--- config.mk ---
export PLATFORM = sky130hd
export DESIGN_NAME = av_mailbox_slave
export DESIGN_NICKNAME = d
export VERILOG_FILES = /design/src/rtl/av_mailbox_slave.sv
export SDC_FILE = /design/constraint.sdc
export NUM_CORES = 1
export LEC_CHECK = 0
export ABC_AREA = 0
export BUFFER_PORTS_ARGS = -buffer_cell sky130_fd_sc_hd__buf_2
export CORE_ASPECT_RATIO = 2
export CORE_MARGIN = 2
export CORE_UTILIZATION = 40
export CTS_CLUSTER_DIAMETER = 200
export DETAILED_ROUTE_END_ITERATION = 6
export SLEW_MARGIN = 0
export SYNTH_ARGS = -nofsm -noshare
export SYNTH_HDL_FRONTEND = slang
export SYNTH_SLANG_ARGS = --single-unit
--- constraint.sdc ---
create_clock -name sysclk -period 3.8 [get_ports sysclk]
set_clock_uncertainty 0.2 [all_clocks]
set_input_delay 0.19 -clock sysclk [delete_from_list [all_inputs] [get_ports sysclk]]
set_output_delay 0.19 -clock sysclk [all_outputs]
set_load 0.1 [all_outputs]
--- src/rtl/av_mailbox_slave.sv ---
// Avalon-MM <-> MCU mailbox: two 16-bit FIFOs; Avalon accesses ack after one wait cycle, a2m writes stall while full.
// Optional av_irq output and control register enabled by defining AV_MAILBOX_IRQ_EN.

module av_mailbox_fifo #(
    parameter int DEPTH = 8
) (
    input  logic        clk,
    input  logic        rst,
    input  logic        push_i,
    input  logic [15:0] push_dat_i,
    input  logic        pop_i,
    output logic [15:0] head_dat_o,
    output logic [4:0]  count_o,
    output logic        full_o,
    output logic        empty_o
);
    localparam int AW = (DEPTH > 1) ? $clog2(DEPTH) : 1;
    localparam logic [4:0] FULL_CNT = 5'(DEPTH);

    logic [15:0]   mem_q [DEPTH];
    logic [AW-1:0] wr_ptr_q, wr_ptr_d, rd_ptr_q, rd_ptr_d;
    logic [4:0]    count_q, count_d;
    logic          do_push, do_pop;

    assign empty_o    = (count_q == 5'd0);
    assign full_o     = (count_q == FULL_CNT);
    assign count_o    = count_q;
    assign head_dat_o = mem_q[rd_ptr_q];
    // A pop in the same cycle frees the slot, so a full FIFO may still accept a push.
    assign do_pop     = pop_i && !empty_o;
    assign do_push    = push_i && (!full_o || do_pop);

    always_comb begin
        wr_ptr_d = wr_ptr_q;
        rd_ptr_d = rd_ptr_q;
        count_d  = count_q;
        if (do_push) wr_ptr_d = wr_ptr_q + 1'b1;
        if (do_pop)  rd_ptr_d = rd_ptr_q + 1'b1;
        if (do_push && !do_pop)      count_d = count_q + 5'd1;
        else if (!do_push && do_pop) count_d = count_q - 5'd1;
    end

    always_ff @(posedge clk or posedge rst) begin
        if (rst) begin
            wr_ptr_q <= '0;
            rd_ptr_q <= '0;
            count_q  <= '0;
        end else begin
            wr_ptr_q <= wr_ptr_d;
            rd_ptr_q <= rd_ptr_d;
            count_q  <= count_d;
        end
    end

    always_ff @(posedge clk) begin
        if (do_push) mem_q[wr_ptr_q] <= push_dat_i;
    end
endmodule

module av_mailbox_slave #(
    parameter int DEPTH = 8
) (
    input  logic        sysclk,
    input  logic        sysreset,
    input  logic [1:0]  av_address,
    input  logic        av_read,
    input  logic        av_write,
    input  logic [15:0] av_writedata,
    output logic [15:0] av_readdata,
    output logic        av_waitrequest,
`ifdef AV_MAILBOX_IRQ_EN
    output logic        av_irq,
`endif
    output logic [15:0] mcu_rx_data,
    output logic        mcu_rx_valid,
    input  logic        mcu_rx_pop,
    input  logic [15:0] mcu_tx_data,
    input  logic        mcu_tx_push,
    output logic        mcu_tx_full
);
    localparam logic [1:0] S_IDLE  = 2'd0;
    localparam logic [1:0] S_STALL = 2'd1;
    localparam logic [1:0] S_ACK   = 2'd2;

    logic [1:0]  state_q, state_d;
    logic [15:0] rdata_q, rdata_d;
    logic [15:0] wdata_q, wdata_d;
    logic        sticky_q, sticky_d;
    logic        a2m_push, m2a_pop;
    logic [15:0] a2m_push_dat, m2a_head, status, ctrl_rd;
    logic [4:0]  a2m_count, m2a_count;
    logic        a2m_full, a2m_empty, m2a_empty;

    av_mailbox_fifo #(.DEPTH(DEPTH)) u_a2m (
        .clk        (sysclk),
        .rst        (sysreset),
        .push_i     (a2m_push),
        .push_dat_i (a2m_push_dat),
        .pop_i      (mcu_rx_pop),
        .head_dat_o (mcu_rx_data),
        .count_o    (a2m_count),
        .full_o     (a2m_full),
        .empty_o    (a2m_empty)
    );

    av_mailbox_fifo #(.DEPTH(DEPTH)) u_m2a (
        .clk        (sysclk),
        .rst        (sysreset),
        .push_i     (mcu_tx_push),
        .push_dat_i (mcu_tx_data),
        .pop_i      (m2a_pop),
        .head_dat_o (m2a_head),
        .count_o    (m2a_count),
        .full_o     (mcu_tx_full),
        .empty_o    (m2a_empty)
    );

    assign mcu_rx_valid   = !a2m_empty;
    assign av_waitrequest = (state_q != S_ACK);
    assign av_readdata    = rdata_q;
    assign status         = {sticky_q, 2'b00, m2a_count, 3'b000, a2m_count};

`ifdef AV_MAILBOX_IRQ_EN
    logic ctrl_q, ctrl_d, irq_q;
    assign ctrl_rd = {15'd0, ctrl_q};
    assign av_irq  = irq_q;

    always_ff @(posedge sysclk or posedge sysreset) begin
        if (sysreset) begin
            ctrl_q <= 1'b0;
            irq_q  <= 1'b0;
        end else begin
            ctrl_q <= ctrl_d;
            irq_q  <= ctrl_q && !m2a_empty;
        end
    end
`else
    assign ctrl_rd = 16'h0000;
`endif

    always_comb begin
        state_d      = state_q;
        rdata_d      = rdata_q;
        wdata_d      = wdata_q;
        sticky_d     = sticky_q;
        a2m_push     = 1'b0;
        a2m_push_dat = av_writedata;
        m2a_pop      = 1'b0;
`ifdef AV_MAILBOX_IRQ_EN
        ctrl_d       = ctrl_q;
`endif
        case (state_q)
            S_IDLE: begin
                if (av_read) begin
                    state_d = S_ACK;
                    case (av_address)
                        2'd0: begin
                            if (m2a_empty) begin
                                rdata_d  = 16'h0000;
                                sticky_d = 1'b1;
                            end else begin
                                rdata_d = m2a_head;
                                m2a_pop = 1'b1;
                            end
                        end
                        2'd2:    rdata_d = status;
                        2'd3:    rdata_d = ctrl_rd;
                        default: rdata_d = 16'h0000;
                    endcase
                end else if (av_write) begin
                    state_d = S_ACK;
                    wdata_d = av_writedata;
                    case (av_address)
                        2'd1: begin
                            if (a2m_full) state_d  = S_STALL;
                            else          a2m_push = 1'b1;
                        end
                        2'd2: begin
                            if (av_writedata[15]) sticky_d = 1'b0;
                        end
                        2'd3: begin
`ifdef AV_MAILBOX_IRQ_EN
                            ctrl_d = av_writedata[0];
`endif
                        end
                        default: ;
                    endcase
                end
            end
            // Held write waits for the MCU to free a slot; no timeout.
            S_STALL: begin
                if (!a2m_full) begin
                    state_d      = S_ACK;
                    a2m_push     = 1'b1;
                    a2m_push_dat = wdata_q;
                end
            end
            default: state_d = S_IDLE;
        endcase
    end

    always_ff @(posedge sysclk or posedge sysreset) begin
        if (sysreset) begin
            state_q  <= S_IDLE;
            rdata_q  <= 16'h0000;
            wdata_q  <= 16'h0000;
            sticky_q <= 1'b0;
        end else begin
            state_q  <= state_d;
            rdata_q  <= rdata_d;
            wdata_q  <= wdata_d;
            sticky_q <= sticky_d;
        end
    end
endmodule

==> results.sh <==
export IMPL_status="complete, no violations"
export IMPL_viasPerCell=5.132
export IMPL_antenna_found_initial=0
export IMPL_io_pins=75
export IMPL_wirelength_mm=25.71
export IMPL_maxSlewHeadroom_pct=36.31
export IMPL_yosysUniqueCellTypes=50
export IMPL_synthSimpleGateAreaFrac_pct=3.784
export IMPL_postCtsSetupBuffers=0
export IMPL_yosys_area_top_type="edfxtp_1"
export IMPL_syn_inst=670
export IMPL_route_detailed_drc=0
export IMPL_syn_nets=724
export IMPL_vias=6497
export IMPL_end_kind="flop"
export IMPL_htree_levels=1
export IMPL_hold_viol_final=0
export IMPL_max_freq_ghz=0.2791
export IMPL_syn_cell_area_um2=12600
export IMPL_place_hpwl_mm=15.78
export IMPL_power_leakage_nw=5.268
export IMPL_ys_flop_type="edfxtp_1"
export IMPL_fp_row_count=92
export IMPL_io_buffers=74
export IMPL_setup_viol=0
export IMPL_grt_max_degree=36
export IMPL_die_y_um=255.0
export IMPL_initial_core_util_pct=40.24
export IMPL_critPathMaxFanout=7
export IMPL_final_util_pct=48.07
export IMPL_area_growth_pct=19.47
export IMPL_synthXorXnorAreaFrac_pct=0.9733
export IMPL_fin_crit_sh_pct=94.30
export IMPL_grt_pass1_wl_mm=39.43
export IMPL_yosys_top_cells_count="256 x edfxtp_1, 57 x dfrtp_1, 54 x mux2_2, 53 x mux4_2, 31 x nand2_1"
export IMPL_synthMuxAreaShare_pct=16.53
export IMPL_clkSlewWorstSetupHoldPaths_ns=0.06
export IMPL_synthTopCellsByArea="edfxtp_1 61%, dfrtp_1 11%, mux4_2 9.5%, mux2_2 4.8%, mux2i_1 2.2%"
export IMPL_hold_path_class="in -> async"
export IMPL_fin_crit_ns=3.583
export IMPL_slowest_delay_ns=0.43
export IMPL_final_cells=1266
export IMPL_insertedDiodeCount=0
export IMPL_synth_most_common_cell="edfxtp_1"
export IMPL_r2r_start="state_q[1]"
export IMPL_slew_violations=0
export IMPL_drive_above_1_share_pct=32.62
export IMPL_ir_drop_mv=0.5097
export IMPL_synth_top_family_by_area="multiplexers"
export IMPL_synth_seq_cells=313
export IMPL_worstPathRequired_ns=4.03
export IMPL_fp_dieW_um=129.5
export IMPL_clock_sinks=313
export IMPL_maxCapViolations=0
export IMPL_rsz0062_at_grt="false"
export IMPL_cts_tree="built"
export IMPL_clk_latency_ns=0.55
export IMPL_ant_nets=0
export IMPL_worst_pin_slew_ns=0.9553
export IMPL_ys_warn_count=0
export IMPL_cts_buffers=28
export IMPL_reg2reg_setup_slack_ns=0.22
export IMPL_r2r_end="u_m2a.count_o[4]"
export IMPL_crit_slowest_cell="or3b_1"
export IMPL_synth_edf_count=256
export IMPL_yosysSeqAreaShare_pct=72.34
export IMPL_drtIter0Drc=374
export IMPL_drt_pass1_iterations=4
export IMPL_fin_setup_tns_ns=0
export IMPL_gp_congestion=0.7795
export IMPL_syn_area_per_cell_um2=18.80
export IMPL_grt_pass1_vias=6802
export IMPL_dp_cells=1172
export IMPL_synth_compound_area_share_pct=3.327
export IMPL_cts_root_buf="clkbuf_16"
export IMPL_gr_total_overflow=0
export IMPL_clk_path_buf_depth=3
export IMPL_grt_usage_pct=15.77
export IMPL_synth_adder_area_share_pct=1.510
export IMPL_coreArea_um2=31310
export IMPL_crit_arrival_ns=3.82
export IMPL_criticalPathCategory="reg -> reg"
export IMPL_synth_async_sr_flop_share_pct=18.21
export IMPL_reg2reg_depth=11
export IMPL_pwr_density_cell_nw_per_um2=766.4
export IMPL_start_kind="flop"
export IMPL_yosys_area_top_type_share_pct=61.02
export IMPL_crit_chain="or3b_1 -> o311ai_2 -> nand2_2 -> inv_1 -> ha_1 -> inv_2 -> fa_1 -> a21o_1 -> a2111oi_1 -> a31oi_1 -> a221o_1"
export IMPL_dieArea_um2=33020
export IMPL_fin_nets=875
export IMPL_wl_per_cell_um=20.31
-- what timing repair did --
item / CTS / global route
endpoints found under the setup margin: 0 / 1
hold endpoints to repair: 320 / 0
gates resized for setup: 0 / 2
hold buffers: 42 / 0
-- metal layers --
| metal | vias to the layer above | global-route usage [%] | wire length, um |
|---|---|---|---|
| met2 | 114 | 26.38 | 12840 |
| li1 | 2981 | - | - |
| met1 | 3375 | 21.85 | 11510 |
| met4 | 0 | 4.424 | 481 |
| met5 | - | 0 | 0 |
| met3 | 27 | 1.965 | 880 |
-- placed cells by master, fill, tap and decap left out, drive strengths merged, types with 2 or more instances in the layout --
master | netlist | final
mux2i | 28 | 28
edfxtp | 256 | 256
nand3 | 25 | 25
o21ai | 10 | 10
a21o | 4 | 4
fa | 2 | 2
dfrtp | 57 | 57
xnor2 | 9 | 9
clkinvlp | 0 | 2
o211ai | 11 | 11
a21oi | 4 | 4
a22oi | 11 | 11
clkinv | 0 | 7
inv | 9 | 9
buf | 12 | 112
nor3 | 11 | 11
mux2 | 54 | 54
nand2 | 32 | 32
nor4 | 4 | 4
ha | 12 | 12
clkbuf | 21 | 40
nor2 | 13 | 13
mux4 | 53 | 53
a211oi | 2 | 2
xor2 | 5 | 5
a2111oi | 3 | 3
nand2b | 5 | 5
bufinv | 0 | 3
dlygate4sd3 | 0 | 42
-- through the flow --
| step | setup slack [ns] | instance area (um^2) | hold WS, ns | power [W] |
|---|---|---|---|---|
| final | 0.2168 | 15050 | 0.1755 | 0.01154 |
| after global routing | 0.01993 | 15050 | 0.2224 | 0.01205 |
| after CTS | 0.1812 | 15050 | 0.1954 | 0.01169 |
| after detailed placement | 0.1957 | 13710 | 0.2321 | 0.008810 |
| after global placement | 0.2139 | 13710 | 0.2221 | 0.008741 |
| after floorplan | 0.1100 | 12600 | 0.08887 | 0.007870 |
-- registers in the layout (all words and copies together), names as in the netlist --
name            cells
av_readdata        16
u_a2m.count_o       5
u_m2a.wr_ptr_q      3
u_m2a.count_o       5
sticky_q            1
u_a2m.wr_ptr_q      3
u_m2a.rd_ptr_q      3
wdata_q            16
state_q             2
u_a2m.mem_q       128
u_a2m.rd_ptr_q      3
u_m2a.mem_q       128
-- layout make-up --
cell class,instances,area (um^2)
multi-input combinational,315,3337
clock buffer,40,787.0
fill,2705,16260
clock inverter,12,133.9
inverter,9,33.78
tap,423,529.3
timing repair buffer,154,1114
sequential,313,9116
-- worst max path at each step --
stage                                 from          endpoint  slack, ns  cells after the start
after floorplan           u_a2m.count_o[0]  u_a2m.count_o[4]       0.11                      9
after global placement          state_q[1]  u_m2a.count_o[4]       0.21                     11
after detailed placement        state_q[1]  u_m2a.count_o[4]       0.20                     11
after CTS                       state_q[1]  u_m2a.count_o[4]       0.18                     11
after global routing            state_q[1]  u_m2a.count_o[4]       0.02                     11
final                           state_q[1]  u_m2a.count_o[4]       0.22                     11
-- logic make-up (layout without fill, tap and decap cells) --
| family | count (synthesis) | in the layout |
|---|---|---|
| XOR/XNOR | 14 | 14 |
| adder cells (fa/ha/maj) | 14 | 14 |
| flip-flops | 313 | 313 |
| buffers and inverters | 42 | 215 |
| AND/OR/NAND/NOR | 98 | 98 |
| AO/OA/AOI/OAI | 54 | 54 |
| multiplexers | 135 | 135 |
-- where the power goes --
part,switching [W],total [W],internal [W]
logic,0.00265,0.00404,0.00140
clock network,0.00119,0.00283,0.00164
registers,0.000488,0.00467,0.00418
total,0.00432,0.0115,0.00721
-- critical path, delay by kind of cell (launching register included) --
kind / cells / cell delay [ns]
AO/OA/AOI/OAI: 5 / 1.38
AND/OR/NAND/NOR: 2 / 0.66
flip-flops: 1 / 0.39
adder cells (fa/ha/maj): 2 / 0.63
buffers and inverters: 2 / 0.20
No activity file was read; power rests on OpenSTA's default activity.
